## src/rtl/pwm_multi.sv

```systemverilog
// pwm_multi: multi-channel PWM generator on the icosoc control bus.
// A shared prescaler and period counter feed CHANNELS compare outputs.
// Edge-aligned or center-aligned counting, with per-channel polarity.
// Period, duty and mode changes are staged in shadow registers.
// They load into the active set only at a period boundary, so an output
// never glitches mid-period. A sticky WRAP flag marks each boundary and
// can raise a level interrupt so the CPU can refresh duties in time.
module pwm_multi #(
    parameter int CHANNELS       = 4,
    parameter int CNT_WIDTH      = 16,
    parameter int PRESCALE_WIDTH = 8
) (
    input  logic                clk,
    input  logic                resetn,
    input  logic [3:0]          ctrl_wr,
    input  logic                ctrl_rd,
    input  logic [15:0]         ctrl_addr,
    input  logic [31:0]         ctrl_wdat,
    output logic [31:0]         ctrl_rdat,
    output logic                ctrl_done,
    output logic [CHANNELS-1:0] pins,
    output logic                irq
);

    localparam logic [15:0] ADDR_CTRL     = 16'h0000;
    localparam logic [15:0] ADDR_PRESCALE = 16'h0004;
    localparam logic [15:0] ADDR_PERIOD   = 16'h0008;
    localparam logic [15:0] ADDR_STATUS   = 16'h000C;
    localparam logic [15:0] ADDR_COUNTER  = 16'h0010;
    localparam logic [15:0] ADDR_POLARITY = 16'h0014;

    localparam logic [CNT_WIDTH-1:0]      CNT_ONE   = 1;
    localparam logic [PRESCALE_WIDTH-1:0] PRESC_ONE = 1;

    // ------------------------------------------------------------------
    // Register state
    // ------------------------------------------------------------------
    logic                      r_enable;
    logic                      r_mode;       // shadow mode, as written by the CPU
    logic                      r_mode_act;   // mode the counter is actually using
    logic                      r_irq_en;
    logic [PRESCALE_WIDTH-1:0] r_prescale;
    logic [CNT_WIDTH-1:0]      r_period_sh;
    logic [CNT_WIDTH-1:0]      r_period_act;
    logic [CNT_WIDTH-1:0]      r_duty_sh  [CHANNELS];
    logic [CNT_WIDTH-1:0]      r_duty_act [CHANNELS];
    logic [CHANNELS-1:0]       r_polarity;
    logic                      r_wrap;
    logic                      r_pending;

    logic [PRESCALE_WIDTH-1:0] r_presc_cnt;
    logic [CNT_WIDTH-1:0]      r_counter;
    logic                      r_dir_down;
    logic [CHANNELS-1:0]       r_pins;

    logic                      r_done;
    logic [31:0]               r_rdat;

    // ------------------------------------------------------------------
    // Bus decode
    // ------------------------------------------------------------------
    logic                      w_bus_wr;
    logic                      w_bus_req;
    logic                      w_ctrl_we;
    logic                      w_presc_we;
    logic                      w_period_we;
    logic                      w_status_we;
    logic                      w_pol_we;
    logic                      w_duty_hit;
    logic [2:0]                w_duty_idx;
    logic [CHANNELS-1:0]       w_duty_we;
    logic                      w_shadow_wr;
    logic [31:0]               w_rdat;
    logic                      w_unused;

    // A request is only taken while no acknowledge is in flight, which
    // keeps ctrl_done from ever asserting on two consecutive cycles.
    assign w_bus_wr    = (|ctrl_wr) && !r_done;
    assign w_bus_req   = (w_bus_wr || ctrl_rd) && !r_done;

    assign w_ctrl_we   = w_bus_wr && (ctrl_addr == ADDR_CTRL);
    assign w_presc_we  = w_bus_wr && (ctrl_addr == ADDR_PRESCALE);
    assign w_period_we = w_bus_wr && (ctrl_addr == ADDR_PERIOD);
    assign w_status_we = w_bus_wr && (ctrl_addr == ADDR_STATUS);
    assign w_pol_we    = w_bus_wr && (ctrl_addr == ADDR_POLARITY);

    // Duty registers live at 0x20..0x3C, word aligned.
    assign w_duty_hit  = (ctrl_addr[15:5] == 11'd1) && (ctrl_addr[1:0] == 2'b00);
    assign w_duty_idx  = ctrl_addr[4:2];

    // Only the low bits of the write data are used by any register.
    assign w_unused    = ^ctrl_wdat;

    // ------------------------------------------------------------------
    // Shadow next-values: what each shadow holds after this cycle. The
    // active set loads from these so that a write landing on a boundary
    // goes straight into the period that is starting.
    // ------------------------------------------------------------------
    logic [CNT_WIDTH-1:0]      w_period_sh_next;
    logic [CNT_WIDTH-1:0]      w_duty_sh_next [CHANNELS];
    logic                      w_mode_next;
    logic [CHANNELS-1:0]       w_raw;

    assign w_period_sh_next = w_period_we ? ctrl_wdat[CNT_WIDTH-1:0] : r_period_sh;
    assign w_mode_next      = w_ctrl_we ? ctrl_wdat[1] : r_mode;
    assign w_shadow_wr      = w_period_we || (|w_duty_we);

    for (genvar gi = 0; gi < CHANNELS; gi++) begin : g_chan
        assign w_duty_we[gi]      = w_bus_wr && w_duty_hit && (w_duty_idx == 3'(gi));
        assign w_duty_sh_next[gi] = w_duty_we[gi] ? ctrl_wdat[CNT_WIDTH-1:0] : r_duty_sh[gi];
        // Compare against the active duty only; D=0 never fires, D>P always does.
        assign w_raw[gi]          = (r_counter < r_duty_act[gi]);
    end

    // ------------------------------------------------------------------
    // Prescaler and counter stepping
    // ------------------------------------------------------------------
    logic [PRESCALE_WIDTH-1:0] w_presc_next;
    logic [CNT_WIDTH-1:0]      w_cnt_next;
    logic                      w_dir_next;
    logic                      w_tick;
    logic                      w_boundary;

    // Compute the next prescaler/counter/direction and flag period boundaries.
    always_comb begin
        w_presc_next = r_presc_cnt;
        w_cnt_next   = r_counter;
        w_dir_next   = r_dir_down;
        w_tick       = 1'b0;
        w_boundary   = 1'b0;
        if (r_enable) begin
            // >= rather than == so a PRESCALE lowered below the running
            // count still produces a tick instead of wrapping the prescaler.
            if (r_presc_cnt >= r_prescale) begin
                w_tick       = 1'b1;
                w_presc_next = '0;
            end else begin
                w_presc_next = r_presc_cnt + PRESC_ONE;
            end

            if (w_tick) begin
                if (!r_mode_act) begin
                    // Edge aligned: 0..P then wrap, P+1 ticks per period.
                    if (r_counter >= r_period_act) begin
                        w_cnt_next = '0;
                        w_dir_next = 1'b0;
                        w_boundary = 1'b1;
                    end else begin
                        w_cnt_next = r_counter + CNT_ONE;
                    end
                end else if (r_dir_down) begin
                    // Center aligned, falling slope: arriving at 0 ends the period.
                    if (r_counter <= CNT_ONE) begin
                        w_cnt_next = '0;
                        w_dir_next = 1'b0;
                        w_boundary = 1'b1;
                    end else begin
                        w_cnt_next = r_counter - CNT_ONE;
                    end
                end else if (r_counter >= r_period_act) begin
                    // Center aligned, top of the ramp. For P<=1 the down
                    // slope is empty, so the next value is already 0.
                    if (r_period_act <= CNT_ONE) begin
                        w_cnt_next = '0;
                        w_dir_next = 1'b0;
                        w_boundary = 1'b1;
                    end else begin
                        w_cnt_next = r_period_act - CNT_ONE;
                        w_dir_next = 1'b1;
                    end
                end else begin
                    w_cnt_next = r_counter + CNT_ONE;
                end
            end
        end
    end

    // ------------------------------------------------------------------
    // Read mux (shadow values, current counter)
    // ------------------------------------------------------------------

    // Select read data for the addressed register; unmapped reads give 0.
    always_comb begin
        w_rdat = '0;
        case (ctrl_addr)
            ADDR_CTRL:     w_rdat[2:0]                = {r_irq_en, r_mode, r_enable};
            ADDR_PRESCALE: w_rdat[PRESCALE_WIDTH-1:0] = r_prescale;
            ADDR_PERIOD:   w_rdat[CNT_WIDTH-1:0]      = r_period_sh;
            ADDR_STATUS:   w_rdat[1:0]                = {r_pending, r_wrap};
            ADDR_COUNTER:  w_rdat[CNT_WIDTH-1:0]      = r_counter;
            ADDR_POLARITY: w_rdat[CHANNELS-1:0]       = r_polarity;
            default: begin
                for (int i = 0; i < CHANNELS; i++) begin
                    if (w_duty_hit && (w_duty_idx == 3'(i))) begin
                        w_rdat[CNT_WIDTH-1:0] = r_duty_sh[i];
                    end
                end
            end
        endcase
    end

    // ------------------------------------------------------------------
    // Sequential state
    // ------------------------------------------------------------------

    // Bus acknowledge and registered read data (zero outside the ack cycle).
    always_ff @(posedge clk) begin
        if (!resetn) begin
            r_done <= 1'b0;
            r_rdat <= '0;
        end else begin
            r_done <= w_bus_req;
            r_rdat <= w_bus_req ? w_rdat : 32'd0;
        end
    end

    // CPU-visible configuration registers and shadows.
    always_ff @(posedge clk) begin
        if (!resetn) begin
            r_enable    <= 1'b0;
            r_mode      <= 1'b0;
            r_irq_en    <= 1'b0;
            r_prescale  <= '0;
            r_period_sh <= '0;
            r_polarity  <= '0;
            for (int i = 0; i < CHANNELS; i++) begin
                r_duty_sh[i] <= '0;
            end
        end else begin
            if (w_ctrl_we) begin
                r_enable <= ctrl_wdat[0];
                r_irq_en <= ctrl_wdat[2];
            end
            r_mode      <= w_mode_next;
            r_period_sh <= w_period_sh_next;
            if (w_presc_we) begin
                r_prescale <= ctrl_wdat[PRESCALE_WIDTH-1:0];
            end
            if (w_pol_we) begin
                r_polarity <= ctrl_wdat[CHANNELS-1:0];
            end
            for (int i = 0; i < CHANNELS; i++) begin
                r_duty_sh[i] <= w_duty_sh_next[i];
            end
        end
    end

    // Timebase, active set, status flags and output pins.
    always_ff @(posedge clk) begin
        if (!resetn) begin
            r_presc_cnt  <= '0;
            r_counter    <= '0;
            r_dir_down   <= 1'b0;
            r_period_act <= '0;
            r_mode_act   <= 1'b0;
            r_pending    <= 1'b0;
            r_wrap       <= 1'b0;
            r_pins       <= '0;
            for (int i = 0; i < CHANNELS; i++) begin
                r_duty_act[i] <= '0;
            end
        end else begin
            // A boundary setting WRAP wins over a simultaneous clear.
            if (w_boundary) begin
                r_wrap <= 1'b1;
            end else if (w_status_we && ctrl_wdat[0]) begin
                r_wrap <= 1'b0;
            end

            if (r_enable) begin
                r_presc_cnt <= w_presc_next;
                r_counter   <= w_cnt_next;
                r_dir_down  <= w_dir_next;
                r_pins      <= w_raw ^ r_polarity;
                if (w_boundary) begin
                    r_period_act <= w_period_sh_next;
                    r_mode_act   <= w_mode_next;
                    r_pending    <= 1'b0;
                    for (int i = 0; i < CHANNELS; i++) begin
                        r_duty_act[i] <= w_duty_sh_next[i];
                    end
                end else if (w_shadow_wr) begin
                    r_pending <= 1'b1;
                end
            end else begin
                // Idle: timebase parked at 0, active set tracks the shadows
                // so the first period after enable uses fresh values.
                r_presc_cnt  <= '0;
                r_counter    <= '0;
                r_dir_down   <= 1'b0;
                r_pins       <= r_polarity;
                r_period_act <= w_period_sh_next;
                r_mode_act   <= w_mode_next;
                r_pending    <= 1'b0;
                for (int i = 0; i < CHANNELS; i++) begin
                    r_duty_act[i] <= w_duty_sh_next[i];
                end
            end
        end
    end

    assign ctrl_done = r_done;
    assign ctrl_rdat = r_rdat;
    assign pins      = r_pins;
    assign irq       = r_wrap && r_irq_en;

endmodule
```

## config.mk

```make
export PLATFORM = sky130hd
export DESIGN_NAME = pwm_multi
export DESIGN_NICKNAME = d
export VERILOG_FILES = /design/src/rtl/pwm_multi.sv
export SDC_FILE = /design/constraint.sdc
export NUM_CORES = 1
export LEC_CHECK = 0
export ABC_AREA = 1
export CORE_UTILIZATION = 60
export DETAILED_ROUTE_END_ITERATION = 7
export GPL_ROUTABILITY_DRIVEN = 1
export GPL_TIMING_DRIVEN = 0
export PLACE_DENSITY_LB_ADDON = 0.08
export SLEW_MARGIN = 20
export SYNTH_ARGS = -nofsm -noshare
export SYNTH_HDL_FRONTEND = slang
export SYNTH_SLANG_ARGS = --single-unit
export TNS_END_PERCENT = 1
```

## constraint.sdc

```tcl
create_clock -name clk -period 2.94 [get_ports clk]
set_input_delay 0.588 -clock clk [delete_from_list [all_inputs] [get_ports clk]]
set_output_delay 0.588 -clock clk [all_outputs]
set_load 0.05 [all_outputs]
```

# Word-level counts from Yosys, hierarchy flattened
# Memory sizes are Yosys's and may differ from the RTL's.
# Index checks and enable logic that the tools add are counted.
[op_classes] reduce_logical=37 muxes=65 n_addsub=4 bitwise=15 n_eq_ne=10 magnitude_cmp=8
[ops] op="two-way mux 16 bit" n=29
[ops] op="< comparator 16 bit" n=4
[ops] op="equality test 16 x 4 -> 1 bit (second input constant)" n=2
[ops] op="equality test 16 x 5 -> 1 bit (second input constant)" n=2
[ops] op="less-or-equal comparator 16 x 1 -> 1 bit (second input constant)" n=2
[ops] op="subtractor 16 x 1 -> 16 bit (second input constant)" n=2
[ops] op="two-way mux 1 bit" n=30
[ops] op="one-hot mux 8 bit (3 select lines)" n=1
[ops] op="logical AND 1 bit" n=19
[ops] op="adder 16 x 1 -> 16 bit (second input constant)" n=1
[ops] op="equality test 16 x 3 -> 1 bit (second input constant)" n=1
[ops] op=">= comparator 16 bit" n=1
[ops] op="logical NOT 16 bit" n=1
[ops] op="one-hot mux 4 bit (4 select lines)" n=1
[ops] op="bitwise OR 1 bit" n=12
[ops] op="one-hot mux 2 bit (6 select lines)" n=1
[ops] op="OR reduction 4 bit" n=3
[ops] op="equality test 11 x 1 -> 1 bit (second input constant)" n=1
[ops] op="OR reduction 3 bit" n=3
[ops] op="adder 8 x 1 -> 8 bit (second input constant)" n=1
[ops] op=">= comparator 8 bit" n=1
[ops] op="equality test 3 x 2 -> 1 bit (second input constant)" n=2
[ops] op="one-hot mux 1 bit (6 select lines)" n=1
[ops] op="AND reduction 2 bit" n=3
[ops] op="12 further kinds" n=15
[word_totals] ramBits=128 in_bits=55 register_bits=112 word_cells=158 mem_count=2
[memory_table] name="r_duty_act" words=4 word_bits=16 read_ports=4 rd_clocked_by_memory_dff=0 write_ports=4 line_no="46" text="logic [CNT_WIDTH-1:0] r_duty_act [CHANNELS];"
[memory_table] name="r_duty_sh" words=4 word_bits=16 read_ports=4 rd_clocked_by_memory_dff=0 write_ports=4 line_no="45" text="logic [CNT_WIDTH-1:0] r_duty_sh [CHANNELS];"

# Depth between registers and ports, before layout
# Gate-level depths: netlist of run 1.
[logic_depth] word_depth=13 mapped_depth=21 ltp_nobuf=20

# Worst setup path before layout of run 1
# OpenSTA, ideal clock, no wires.
[synth_path] kind="reg-to-reg" start="register r_counter[0]" end="memory r_duty_act[0][0] (enable)" stages_incl_launch_ff=18 arrival_ns=2.242 n_path_buf=1 synth_period_minus_slack_ns=2.614 slack_ns=0.326 required_ns=2.568 path_cell_list="dfxtp_1 clkinv_1 ha_1 nand2_1 nand3_1 nand2_1 nand2_1 nand2_1 nand2_1 nand2_1 nand2_1 inv_1 nand2_1 nand2_1 inv_1 nand2_4 buf_2 nand2_1"
[synth_rtl] item="from (decl)" line_no="52" text="logic [CNT_WIDTH-1:0] r_counter;"
[synth_rtl] item="from (signal assigned)" line_no="272" text="r_counter <= w_cnt_next;"
[synth_rtl] item="to (decl)" line_no="46"

==> flow_metrics.env, run 1 <==
export IMPL_synthTopCellsByArea="dfxtp_1 25%, edfxtp_1 15%, nand2_1 9.1%"
export IMPL_syn_avg_cell_area_um2=7.510
export IMPL_worstMarginPinSlew_ns=0.8951
export IMPL_power_frac_seq=0.477
export IMPL_yosysMostFrequentCell="nand2_1"
export IMPL_antenna_found_initial=0
export IMPL_end_kind="register"
export IMPL_htreeDepth=1
export IMPL_start_kind="register"
export IMPL_skew_ns=0.01513
export IMPL_port_buffers=59
export IMPL_multi_input_area_um2=6396
export IMPL_post_cts_buffers=0
export IMPL_final_nets=1984
export IMPL_dp_hpwl_um=29620
export IMPL_seq_area_um2=5140
export IMPL_p_leak_nw=7.400
export IMPL_clkTransAtPathRegs_ns=0.06
export IMPL_clkSinkCount=224
export IMPL_path_common_cell="nand2_1"
export IMPL_drt_total_wl_um=39110
export IMPL_drtIter0Drc=1018
export IMPL_cts_buffers_inserted=26
export IMPL_swShare=0.2227
export IMPL_pwr_share_comb=0.038
export IMPL_p_switching_mw=1.475
export IMPL_p_per_area_nw_per_um2=442.4
export IMPL_worstPathRequired_ns=3.23
export IMPL_ir_drop_mv=0.5379
export IMPL_max_cap_violations=0
export IMPL_synth_top_area_frac=0.2455
export IMPL_fp_dieH_um=149.5
export IMPL_power_frac_clock=0.485
export IMPL_relSlewSlack=0.4032
export IMPL_grt_max_degree=26
export IMPL_worstPathCellList="ha_1 -> nand2_1 -> inv_1 -> nor2_1 -> o21a_1 -> nand2_1 -> nand2_1 -> nand2_1 -> inv_1 -> nand2_1 -> nand2_1 -> inv_2 -> a21oi_4 -> buf_4 -> nor2_1"
export IMPL_yosysWarnings=0
export IMPL_grt_usage=0.3540
export IMPL_cts_tree="yes"
export IMPL_post_route_drc_count=0
export IMPL_setup_viol=0
export IMPL_core_um2=21150
export IMPL_hp_class="register to register"
export IMPL_intPower_mw=5.147
export IMPL_clock_path_buffers=3
export IMPL_ctsHoldBuffers=0
export IMPL_rsz0062_at_grt="true"
export IMPL_syn_cell_area_um2=13050
export IMPL_n_fill_cell=1820
export IMPL_pre_cts_ws_ns=-1.084
export IMPL_synth_distinct_cells=58
export IMPL_grt_pass1_vias=11150
export IMPL_clkLatencyLatePin_ns=0.54
export IMPL_synth_seq_cells=224
export IMPL_synthArstFlopShare=0
export IMPL_setup_tns_ns=0
export IMPL_ys_seq_area_frac=0.3929
export IMPL_finalCriticalPeriod_ns=2.918
export IMPL_routedWlPerCell_um=18.34
export IMPL_fin_cells=2132
export IMPL_drtPass1Iterations=5
export IMPL_synth_edf_count=64
export IMPL_finalCritPeriodShare=0.9925
export IMPL_synth_main_ff_cell="dfxtp_1"
export IMPL_place_inst=2086
export IMPL_cp_arrival_ns=3.20
export IMPL_syn_inst=1737
export IMPL_slew_violations=0
export IMPL_grt_pass1_wl_um=60010
export IMPL_max_freq_mhz=342.7
export IMPL_synth_top_area_cell="dfxtp_1"
export IMPL_crit_path_max_incr_delay_ns=0.58
export IMPL_postRouteAntennaNets=0
export IMPL_globalplace_congestion=0.9486
export IMPL_vias=11980
export IMPL_drive_gt1_frac=0.09962
export IMPL_outcome="completed"
export IMPL_diodes=0
export IMPL_ioPinCount=93
export IMPL_via_per_inst=5.618
export IMPL_slowest_stage="dfxtp_1"
export IMPL_critPathKind="register to register"
export IMPL_synth_common_cells="315 x nand2_1, 311 x inv_1, 200 x nor2_1"
export IMPL_fp_dieArea_um2=22340
export IMPL_finalHoldViolCount=0
export IMPL_num_rows=53
export IMPL_start_util=0.6167
export IMPL_fp_dieW_um=149.5
export IMPL_fin_ws_ns=0.02197
export IMPL_critPathMaxFanout=10
export IMPL_grt_ovfl_total=0
export IMPL_syn_to_final_growth_pct=14.73
export IMPL_root_buffer="clkbuf_16"
export IMPL_total_power_mw=6.622
==> worst max-delay path, delay by kind of cell (launching register included) <==
| kind | cells | cell delay [ns] |
|---|---|---|
| and+or+nand+nor | 8 | 0.73 |
| buffers and inverters | 4 | 0.58 |
| DFF | 1 | 0.58 |
| AOI/OAI and AO/OA | 2 | 0.44 |
| adders and majority gates | 1 | 0.33 |
==> path summary, 6_finish.rpt <==
kind / end / slack (ns) / cells past startpoint / from
worst min register to register: r_presc_cnt[0] / 0.47 / 1 / r_presc_cnt[0]
worst max-delay path: r_duty_act[3][15] / 0.02 / 15 / r_counter[7]
worst max register to register: r_duty_act[3][15] / 0.02 / 15 / r_counter[7]
worst min-delay path: r_presc_cnt[0] / 0.47 / 1 / r_presc_cnt[0]
==> metrics by stage <==
step | utilization | instance area (µm²) | hold slack [ns]
finish | 0.7075 | 14970 | 0.4708
global placement | 0.6635 | 14040 | 0.4456
global route | 0.7075 | 14970 | 0.5153
floorplan | - | 13100 | 0.4297
CTS | 0.7069 | 14950 | 0.4798
detailed placement | 0.6637 | 14040 | 0.4673
==> cells by family after synthesis <==
logic type               after synthesis  share of synthesized area
AND/OR/NAND/NOR                      731                     0.2534
buffers and inverters                393                     0.1240
AO/OA/AOI/OAI                        265                     0.1207
flip-flops                           224                     0.3929
adder cells (fa/ha/maj)               90                    0.08632
XOR/XNOR                              30                    0.02014
multiplexers                           3                   0.002302
other                                  1                  0.0002875
==> final cells by class <==
class,instances,area share
multi-input combinational,1135,0.4274
sequential,224,0.3434
inverter,324,0.08176
clock buffer,40,0.05242
timing repair buffer,59,0.03946
buffer,69,0.02851
tap,275,0.02299
clock inverter,6,0.004096
==> sequential cells by signal, indices dropped and copies added (netlist names) <==
register and flops:
r_irq_en 1, ctrl_rdat 16, r_period_sh 16, r_counter 16
r_dir_down 1, r_prescale 8, r_duty_sh 64, r_presc_cnt 8
r_period_act 16, r_mode_act 1, ctrl_done 1, pins 4
r_duty_act 64, r_wrap 1, r_pending 1, r_polarity 4
r_enable 1, r_mode 1
==> layer usage <==
layer	up-vias	GRT usage	wire (µm)
met4	0	0.1357	1375
met3	89	0.04787	3290
li1	5780	-	-
met1	5551	0.4553	15900
met5	-	0	0
met2	557	0.6012	18550
==> timing repair <==
item / 4_1_cts / 5_1_grt
pin swaps: 1 / 0
endpoints found under the hold margin: 0 / 0
resized for setup: 21 / 9
endpoints found under the setup margin: 161 / 144
==> cells in the final DEF, fill, tap and decap left out, types with 15 or more instances in the layout <==
| master | count |
|---|---|
| nand2_1 | 312 |
| inv_1 | 310 |
| nor2_1 | 199 |
| dfxtp_1 | 152 |
| nand3_1 | 97 |
| a21oi_1 | 90 |
| ha_1 | 90 |
| o21ai_0 | 85 |
| edfxtp_1 | 64 |
| clkdlybuf4s50_1 | 59 |
| nand4_1 | 27 |
| clkbuf_16 | 27 |
| xor2_1 | 26 |
| buf_4 | 25 |
| nor3_1 | 24 |
| o22ai_1 | 24 |
| clkbuf_1 | 23 |
| nand2_2 | 18 |
| conb_1 | 16 |
| buf_2 | 15 |
| o211ai_2 | 15 |
==> power by group through the flow <==
| stage | clock, mW | sequential [mW] | combinational (mW) |
|---|---|---|---|
| finish | 3.21 | 3.16 | 0.254 |
| detailed placement | 0 | 3.22 | 0.248 |
| CTS | 3.22 | 3.16 | 0.249 |
| floorplan | 0 | 3.23 | 0.130 |
| global placement | 0 | 3.22 | 0.247 |
| global route | 3.34 | 3.15 | 0.266 |
(Power assumes the default switching activity.)
==> run 2: changes to the inputs <==
Settings changed: CAP_MARGIN from default to 30.
==> results of run 2 <==
No change in the layout: final DEF, timing and power equal those of run 1.
==> run 3: changes to the inputs <==
Settings changed: PLACE_DENSITY from default to 0.78, PLACE_DENSITY_LB_ADDON 0.08 to default.
==> run 3 against run 2 <==
  * Sequential power about the same
  * Combinational power barely moved
  * Hold slack worse by 0.0077 ns
  * Worst setup slack improved by 0.077 ns
  * Cell count up 0.19%
  * Total power up 2.7%
  * Routed wire length increased by 0.54%
  * Non-clock buffer count rose by 4
  * Design area up 0.54%
==> flow_metrics.env, run 3 (same netlist as run 1, synthesis figures left out) <==
export IMPL_p_leak_nw=7.419
export IMPL_outcome="completed"
export IMPL_skew_ns=0.02408
export IMPL_grt_usage=0.3563
export IMPL_path_common_cell="nand2_1"
export IMPL_max_cap_violations=0
export IMPL_crit_path_max_incr_delay_ns=0.63
export IMPL_root_buffer="clkbuf_16"
export IMPL_worstMarginPinSlew_ns=0.9692
export IMPL_drive_gt1_frac=0.1005
export IMPL_max_freq_mhz=352.0
export IMPL_postRouteAntennaNets=0
export IMPL_final_nets=1987
export IMPL_vias=12130
export IMPL_ir_drop_mv=0.4632
export IMPL_drtPass1Iterations=6
export IMPL_drtIter0Drc=1010
export IMPL_worstPathCellList="ha_1 -> nand2_1 -> inv_1 -> nand2_1 -> nand2_1 -> nand2_1 -> nand2_1 -> nand2_1 -> nand2_1 -> inv_1 -> nand2_1 -> nand2_1 -> inv_2 -> nand2_4 -> buf_6 -> nand2_4"
export IMPL_grt_pass1_vias=11640
export IMPL_core_um2=21150
export IMPL_port_buffers=59
export IMPL_place_area_um2=14040
export IMPL_fp_dieW_um=149.5
export IMPL_worstPathRequired_ns=3.17
export IMPL_dp_hpwl_um=29530
export IMPL_fp_dieH_um=149.5
export IMPL_cts_tree="yes"
export IMPL_clkSinkCount=224
export IMPL_setup_viol=0
export IMPL_post_route_drc_count=0
export IMPL_ctsHoldBuffers=0
export IMPL_cp_arrival_ns=3.07
export IMPL_start_kind="register"
export IMPL_slew_violations=0
export IMPL_hold_ws_ns=0.4631
export IMPL_routedWlPerCell_um=18.41
export IMPL_finalCriticalPeriod_ns=2.841
export IMPL_p_per_area_nw_per_um2=451.8
export IMPL_cts_buffers_inserted=25
export IMPL_largest_registers="r_duty_act x64, r_duty_sh x64"
export IMPL_ioPinCount=93
export IMPL_final_common_cell="nand2_1"
export IMPL_clock_path_buffers=3
export IMPL_grt_pass1_wl_um=60660
export IMPL_start_util=0.6167
export IMPL_via_per_inst=5.677
export IMPL_clkTransAtPathRegs_ns=0.06
export IMPL_critPathMaxFanout=16
export IMPL_drt_total_wl_um=39320
export IMPL_layout_common_cells="312 x nand2_1, 310 x inv_1, 199 x nor2_1"
export IMPL_antenna_found_initial=0
export IMPL_globalplace_congestion=0.9954
export IMPL_syn_to_final_growth_pct=15.36
export IMPL_diodes=0
export IMPL_finalHoldViolCount=0
export IMPL_end_kind="register"
export IMPL_fp_dieArea_um2=22340
export IMPL_critPathKind="register to register"
export IMPL_clkLatencyLatePin_ns=0.55
export IMPL_relSlewSlack=0.3538
export IMPL_rsz0062_at_grt="false"
export IMPL_finalCritPeriodShare=0.9663
export IMPL_hp_class="register to register"
export IMPL_num_rows=53
export IMPL_grt_ovfl_total=0
export IMPL_slowest_stage="dfxtp_1"
export IMPL_stdcell_area_um2=15050
export IMPL_grt_max_degree=26
export IMPL_htreeDepth=1
[run 3: cell count changes in the layout (fill, tap and decap cells not counted), moves of 2 or more]
cell / change
dfxtp_2: -2
buf_2: +2
clkbuf_1: -3
clkinvlp_4: +2
clkbuf_8: -3
bufinv_16: +2
dfxtp_1: +3
[run 3: worst paths after layout]
kind / to / slack, ns / cells after the start / from
worst max-delay path: r_duty_act[2][0] / 0.1 / 16 / r_counter[2]
worst min-delay path: r_presc_cnt[0] / 0.46 / 1 / r_presc_cnt[0]
worst min register to register: r_presc_cnt[0] / 0.46 / 1 / r_presc_cnt[0]
worst max register to register: r_duty_act[2][0] / 0.1 / 16 / r_counter[2]
[run 3: worst max-delay path: cells and delay by family, from the launching register on]
| family | cells | cell delay (ns) |
|---|---|---|
| fa+ha+maj | 1 | 0.33 |
| buf+inv | 4 | 0.52 |
| flops | 1 | 0.63 |
| simple gates | 11 | 1.06 |
[run 3: metrics by stage]
step	worst slack (ns)	cells	power [mW]	TNS [ns]	utilization
2_1_floorplan	0.3261	1752	3.359	0	-
3_3_place_gp	-0.9180	2086	3.472	-88.92	0.6635
3_5_place_dp	-0.9455	2087	3.473	-91.66	0.6637
4_1_cts	0.01453	2133	6.783	0	0.7086
5_1_grt	0.01867	2136	6.926	0	0.7114
6_report	0.09897	2136	6.799	0	0.7114
[run 3: area by class of cell]
| cell class | count | area, µm² |
|---|---|---|
| multi-input cells | 1135 | 6400 |
| clock inverters | 12 | 160.2 |
| inverters | 324 | 1224 |
| repair buffers | 63 | 630.6 |
| flip-flops and latches | 224 | 5134 |
| plain buffers | 69 | 424.2 |
| fillers | 1716 | 6106 |
| clock buffers | 34 | 732.0 |
| well taps | 275 | 344.1 |
[run 3: timing repair]
action	in CTS	in global routing
endpoints found under the hold margin	0	0
gates resized for setup	18	8
pin swaps	1	1
setup endpoints to repair	156	133
setup buffers	0	2
[run 3: metal layers]
layer  vias up  global-route usage  routed length (µm)
li1       5791                   -                   -
met1      5587              0.4463               15270
met2       614              0.5778               18030
met3       135             0.06463                3800
met4         0              0.2015                2224
met5         -                   0                   0
[run 3: where the power goes]
| group | switching (mW) | total (mW) | internal (mW) |
|---|---|---|---|
| Clock | 1.36 | 3.39 | 2.02 |
| Sequential | 0.000486 | 3.16 | 3.16 |
| Combinational | 0.178 | 0.257 | 0.0786 |
| Total | 1.54 | 6.80 | 5.26 |
